==> src/rtl/return_addr_stack_pkg.sv <==
// Shared definitions for the return address stack.
//   ras_checkpoint_t : {ptr, count, top_cnt} snapshot taken at fetch and
//                      handed back by the branch unit on a mispredict.
//   RAS_DEPTH / RAS_CNT_WIDTH : default stack depth and recursion counter width.
//   `ADDR_WIDTH : default return address width (32 unless defined earlier).
// The checkpoint fields are sized for RAS_DEPTH; smaller stacks zero-extend.
`ifndef ADDR_WIDTH
`define ADDR_WIDTH 32
`endif

package return_addr_stack_pkg;

    localparam int RAS_DEPTH     = 8;
    localparam int RAS_CNT_WIDTH = 2;
    localparam int RAS_PTR_WIDTH = $clog2(RAS_DEPTH);
    localparam int RAS_CNT_FIELD = RAS_PTR_WIDTH + 1;

    typedef struct packed {
        logic [RAS_PTR_WIDTH-1:0] ptr;
        logic [RAS_CNT_FIELD-1:0] count;
        logic [RAS_CNT_WIDTH-1:0] top_cnt;
    } ras_checkpoint_t;

    localparam int RAS_CP_WIDTH = $bits(ras_checkpoint_t);

endpackage

==> src/rtl/return_addr_stack.sv <==
// Return address stack for the branch predictor.
// Calls push, returns pop, push+pop together replaces the top entry.
// A push on a full stack silently overwrites the oldest entry (circular).
// A mispredict restore reloads ptr/count from a checkpoint and wins over
// push/pop in the same cycle; overwritten entries are not repaired.
// Optional feature: define RAS_RECURSION_COUNTER_EN to add a per-entry
// recursion counter so repeated pushes of the same address share one entry.
// Ports:
//   clk, rst                 clock, async active-high reset
//   bp_ras_addr/push/pop     predictor request
//   ras_bp_addr              current top entry (combinational)
//   ras_bp_empty/full        valid count is 0 / DEPTH
//   ras_bp_cp                checkpoint {ptr, count, top_cnt}
//   exbru_ras_restore_valid  restore request
//   exbru_ras_restore_cp     checkpoint to restore
module return_addr_stack
    import return_addr_stack_pkg::*;
#(
    parameter int DEPTH      = 8,
    parameter int ADDR_WIDTH = `ADDR_WIDTH,
    parameter int CNT_WIDTH  = RAS_CNT_WIDTH
) (
    input  logic                    clk,
    input  logic                    rst,
    input  logic [ADDR_WIDTH-1:0]   bp_ras_addr,
    input  logic                    bp_ras_push,
    input  logic                    bp_ras_pop,
    output logic [ADDR_WIDTH-1:0]   ras_bp_addr,
    output logic                    ras_bp_empty,
    output logic                    ras_bp_full,
    output logic [RAS_CP_WIDTH-1:0] ras_bp_cp,
    input  logic                    exbru_ras_restore_valid,
    input  logic [RAS_CP_WIDTH-1:0] exbru_ras_restore_cp
);

    localparam int PTR_WIDTH = $clog2(DEPTH);
    localparam int CNT_W     = PTR_WIDTH + 1;
    localparam logic [CNT_W-1:0] FULL_CNT = CNT_W'(DEPTH);

    logic [ADDR_WIDTH-1:0] entries [DEPTH];
    logic [PTR_WIDTH-1:0]  ptr;
    logic [CNT_W-1:0]      count;
    logic [CNT_WIDTH-1:0]  top_cnt;

    logic [PTR_WIDTH-1:0]  ptr_inc;
    logic [PTR_WIDTH-1:0]  ptr_dec;
    ras_checkpoint_t       cp_in;
    ras_checkpoint_t       cp_out;
    logic [PTR_WIDTH-1:0]  cp_ptr;
    logic [CNT_W-1:0]      cp_count;
    logic                  push_only;
    logic                  pop_only;
    logic                  do_replace;
    logic                  do_push;
    logic                  do_pop;
    logic                  do_inc;
    logic                  do_dec;
    logic                  unused_cp;

    assign cp_in     = ras_checkpoint_t'(exbru_ras_restore_cp);
    assign cp_ptr    = PTR_WIDTH'(cp_in.ptr);
    assign cp_count  = CNT_W'(cp_in.count);
    // Upper checkpoint bits are unused for stacks smaller than RAS_DEPTH.
    assign unused_cp = ^exbru_ras_restore_cp;

    always_comb begin
        ptr_inc    = ptr + 1'b1;
        ptr_dec    = ptr - 1'b1;
        do_replace = !exbru_ras_restore_valid && bp_ras_push && bp_ras_pop;
        push_only  = !exbru_ras_restore_valid && bp_ras_push && !bp_ras_pop;
        pop_only   = !exbru_ras_restore_valid && bp_ras_pop && !bp_ras_push
                     && (count != '0);
        do_inc     = 1'b0;
        do_dec     = 1'b0;
`ifdef RAS_RECURSION_COUNTER_EN
        // Recursive call to the same site: bump the counter, keep the entry.
        do_inc = push_only && (count != '0) && (entries[ptr] == bp_ras_addr)
                 && !(&top_cnt);
        do_dec = pop_only && (top_cnt != '0);
`endif
        do_push = push_only && !do_inc;
        do_pop  = pop_only && !do_dec;
    end

    always_ff @(posedge clk or posedge rst) begin
        if (rst) begin
            ptr   <= '0;
            count <= '0;
            for (int i = 0; i < DEPTH; i++) begin
                entries[i] <= '0;
            end
        end else if (exbru_ras_restore_valid) begin
            ptr   <= cp_ptr;
            count <= cp_count;
        end else if (do_replace) begin
            entries[ptr] <= bp_ras_addr;
            if (count == '0) begin
                count <= CNT_W'(1);
            end
        end else if (do_push) begin
            ptr              <= ptr_inc;
            entries[ptr_inc] <= bp_ras_addr;
            if (count != FULL_CNT) begin
                count <= count + 1'b1;
            end
        end else if (do_pop) begin
            ptr   <= ptr_dec;
            count <= count - 1'b1;
        end
    end

`ifdef RAS_RECURSION_COUNTER_EN
    logic [CNT_WIDTH-1:0] rcnt [DEPTH];

    assign top_cnt = rcnt[ptr];

    always_ff @(posedge clk or posedge rst) begin
        if (rst) begin
            for (int i = 0; i < DEPTH; i++) begin
                rcnt[i] <= '0;
            end
        end else if (exbru_ras_restore_valid) begin
            rcnt[cp_ptr] <= CNT_WIDTH'(cp_in.top_cnt);
        end else if (do_replace) begin
            rcnt[ptr] <= '0;
        end else if (do_push) begin
            rcnt[ptr_inc] <= '0;
        end else if (do_inc) begin
            rcnt[ptr] <= top_cnt + 1'b1;
        end else if (do_dec) begin
            rcnt[ptr] <= top_cnt - 1'b1;
        end
    end
`else
    assign top_cnt = '0;
`endif

    always_comb begin
        cp_out         = '0;
        cp_out.ptr     = RAS_PTR_WIDTH'(ptr);
        cp_out.count   = RAS_CNT_FIELD'(count);
        cp_out.top_cnt = RAS_CNT_WIDTH'(top_cnt);
    end

    assign ras_bp_addr  = entries[ptr];
    assign ras_bp_empty = (count == '0);
    assign ras_bp_full  = (count == FULL_CNT);
    assign ras_bp_cp    = cp_out;

endmodule

==> config.mk <==
export PLATFORM = sky130hd
export DESIGN_NAME = return_addr_stack
export DESIGN_NICKNAME = d
export VERILOG_FILES = /design/src/rtl/return_addr_stack_pkg.sv /design/src/rtl/return_addr_stack.sv
export SDC_FILE = /design/constraint.sdc
export NUM_CORES = 1
export LEC_CHECK = 0
export ABC_AREA = 1
export CORE_MARGIN = 5
export CORE_UTILIZATION = 48
export CTS_BUF_LIST = sky130_fd_sc_hd__clkbuf_16
export DETAILED_ROUTE_END_ITERATION = 8
export GPL_ROUTABILITY_DRIVEN = 0
export PLACE_DENSITY = 0.67
export SYNTH_ARGS = -nofsm -noshare
export SYNTH_HDL_FRONTEND = slang
export SYNTH_SLANG_ARGS = --single-unit
export TNS_END_PERCENT = 20
==> constraint.sdc <==
create_clock -name clk -period 27.4 [get_ports clk]
set_input_delay 8.22 -clock clk [delete_from_list [all_inputs] [get_ports clk]]
set_output_delay 8.22 -clock clk [all_outputs]
set_load 0.1 [all_outputs]
==> flow_metrics.env <==
export IMPL_drive_above_1_share_pct=4.96
export IMPL_leakage_nw=6.52
export IMPL_cts_made_buffers=28
export IMPL_first_pass_iters=6
export IMPL_r2r_start="ptr[0]"
export IMPL_synth_ff_type="dfrtp_1"
export IMPL_cp_startpoint="ptr[0]"
export IMPL_yosysTopAreaCell="dfrtp_1"
export IMPL_cp_end_kind="output pin"
export IMPL_coreArea_sq_mm=0.0251
export IMPL_antenna_left=0
export IMPL_final_setup_tns_ps=0
export IMPL_synth_avg_cell_area_sq_um=8.31
export IMPL_startpoint_type="flop"
export IMPL_finalCritPeriodShare_pct=45.5
export IMPL_cts_buffer_depth=3
export IMPL_grt_usage_pct=21.2
export IMPL_die_x_microns=170
export IMPL_grt_pass1_wl_mm=49.3
export IMPL_drcViolationCount=0
export IMPL_synth_enable_flop_cells=0
export IMPL_dieArea_sq_mm=0.0288
export IMPL_fillers=2332
export IMPL_cts_resized=0
export IMPL_post_cts_buffers=0
export IMPL_critPathArrivalTime_ps=4260
export IMPL_skew_ps=7.25
export IMPL_rows=58
export IMPL_critPathMaxFanout=21
export IMPL_power_density_mw_per_mm2=122
export IMPL_cts_hold_buf=0
export IMPL_criticalPathCategory="flop to output pin"
export IMPL_insertion_delay_ps=530
export IMPL_synthesis_area_sq_mm=0.0122
export IMPL_routed_wl_mm=30.0
export IMPL_clock_sinks=263
export IMPL_cts_tree="done"
export IMPL_maxCapViolations=0
export IMPL_nets=1542
export IMPL_ir_drop_uv=93.9
export IMPL_maxSlewHeadroom_pct=27.3
export IMPL_synthCells=1470
export IMPL_diodes=0
export IMPL_initialDrtViolationCount=911
export IMPL_start_util_pct=48.7
export IMPL_root_buffer="clkbuf_16"
export IMPL_path_clk_slew_ps=60
export IMPL_antenna_found_initial=0
export IMPL_layout_common_cells="nand2_1 (315), inv_1 (282), dfrtp_1 (263)"
export IMPL_yosysSeqAreaShare_pct=53.8
export IMPL_areaGrowthSynthToFinish_pct=13.7
export IMPL_fmax_mhz=80.1
export IMPL_hp_start="entries[32]"
export IMPL_viasPerCell=5.20
export IMPL_yosysTopAreaCellShare_pct=53.8
export IMPL_hold_path_class="flop to flop"
export IMPL_fin_area_sq_mm=0.0139
export IMPL_synthArstFlopShare_pct=100
export IMPL_synthTopCellsByArea="dfrtp_1 (54%), nand2_1 (9.7%), inv_1 (8.3%)"
export IMPL_rsz0062_at_grt="no"
export IMPL_hold_ws_ps=490
export IMPL_dp_cells=1791
export IMPL_status="complete, no violations"
export IMPL_final_max_slew_viol_count=0
export IMPL_io_buffer_count=84
export IMPL_wl_per_cell_microns=16.3
export IMPL_grt_ovfl_total=0
export IMPL_required_ps=19180
export IMPL_fp_dieH_microns=170
export IMPL_num_io_pins=89
export IMPL_h_tree_depth=1
export IMPL_vias=9568
export IMPL_yosysUniqueCellTypes=39
export IMPL_worstMarginPinSlew_ps=1090
export IMPL_grt_pass1_vias=9321
export IMPL_yosys_warnings=0
export IMPL_dp_hpwl_mm=17.3
export IMPL_hold_viol=0
export IMPL_multi_input_area_sq_mm=0.00409
export IMPL_finalSetupViolations=0
export IMPL_grt_max_degree=111
export IMPL_fin_cells=1841
export IMPL_placed_area_sq_mm=0.0131
export IMPL_seq_area_sq_mm=0.00658
export IMPL_ys_seq_elements=263
export IMPL_final_common_cell="nand2_1"
export IMPL_period_minus_slack_ps=12480
==> final timing paths <==
check	endpoint	slack, ps	cells after the start
setup / recovery	ras_bp_addr[27]	14920	6
hold / removal	entries[32]	490	2
setup reg to reg	entries[220]	24140	4
hold reg to reg	entries[32]	490	2
max in group asynchronous	ptr[1]	16860	4
min in group asynchronous	entries[32]	8220	2
==> state kept, by name, summed over array words and instances (netlist names) <==
name	count
entries	256
count	4
ptr	3
==> cells by family after synthesis <==
group / Yosys count / share of synthesized area (%)
adders and majority gates: 5 / 0.573
buffers and inverters: 386 / 13.2
AOI/OAI and AO/OA: 404 / 18.3
DFF: 263 / 53.8
and+or+nand+nor: 408 / 13.8
xor gates and xnor gates: 3 / 0.276
other: 1 / 0.0307
==> cells in the mapped netlist, drive strengths merged, types with 2 or more instances <==
library cell / count
inv: 278
o211ai: 2
xnor2: 2
o22ai: 68
a22oi: 31
clkbuf: 18
nor2: 39
a21oi: 29
nand2: 317
o21ai: 272
buf: 90
nand3: 36
ha: 4
dfrtp: 263
nand4: 13
==> routing by layer <==
metal	vias to the layer above	routed length, microns	track usage (%)
met5	-	0	0
met4	0	664	5.08
met3	55	1730	3.35
met2	274	13900	35.2
met1	4535	13700	29.5
li1	4704	-	-
==> critical path, cell delays in order, from the launching register on <==
cell	delay, ps
dfrtp_1	560
inv_4	190
nand3_2	620
inv_1	810
a22oi_1	190
nand3_1	180
clkdlybuf4s50_1	1160
==> final cells by class <==
| cell class | instances | area share (%) |
|---|---|---|
| Multi-Input combinational cell | 822 | 29.4 |
| Sequential cell | 263 | 47.4 |
| Inverter | 278 | 7.58 |
| Timing Repair Buffer | 98 | 6.81 |
| Tap cell | 330 | 2.97 |
| Clock buffer | 29 | 5.22 |
| Clock inverter | 21 | 0.630 |
==> per-stage QoR <==
step / setup slack, ps / power, W / util [%]
2_1_floorplan: 11940 / 0.00120 / -
5_1_grt: 14780 / 0.00180 / 55.3
6_report: 14920 / 0.00169 / 55.3
3_5_place_dp: 15500 / 0.00136 / 52.1
3_3_place_gp: 15480 / 0.00134 / 52.1
4_1_cts: 14920 / 0.00171 / 55.3
==> report_power, final <==
| part | total, W | switching [W] | leakage, nW | internal, W |
|---|---|---|---|---|
| Combinational | 0.000698 | 0.000502 | 2.94 | 0.000196 |
| Sequential | 0.000658 | 0.0000773 | 3.14 | 0.000581 |
| Clock | 0.000336 | 0.000147 | 0.445 | 0.000189 |
| Total | 0.00169 | 0.000727 | 6.52 | 0.000966 |
Note: power is estimated with default switching activity, not from simulation.
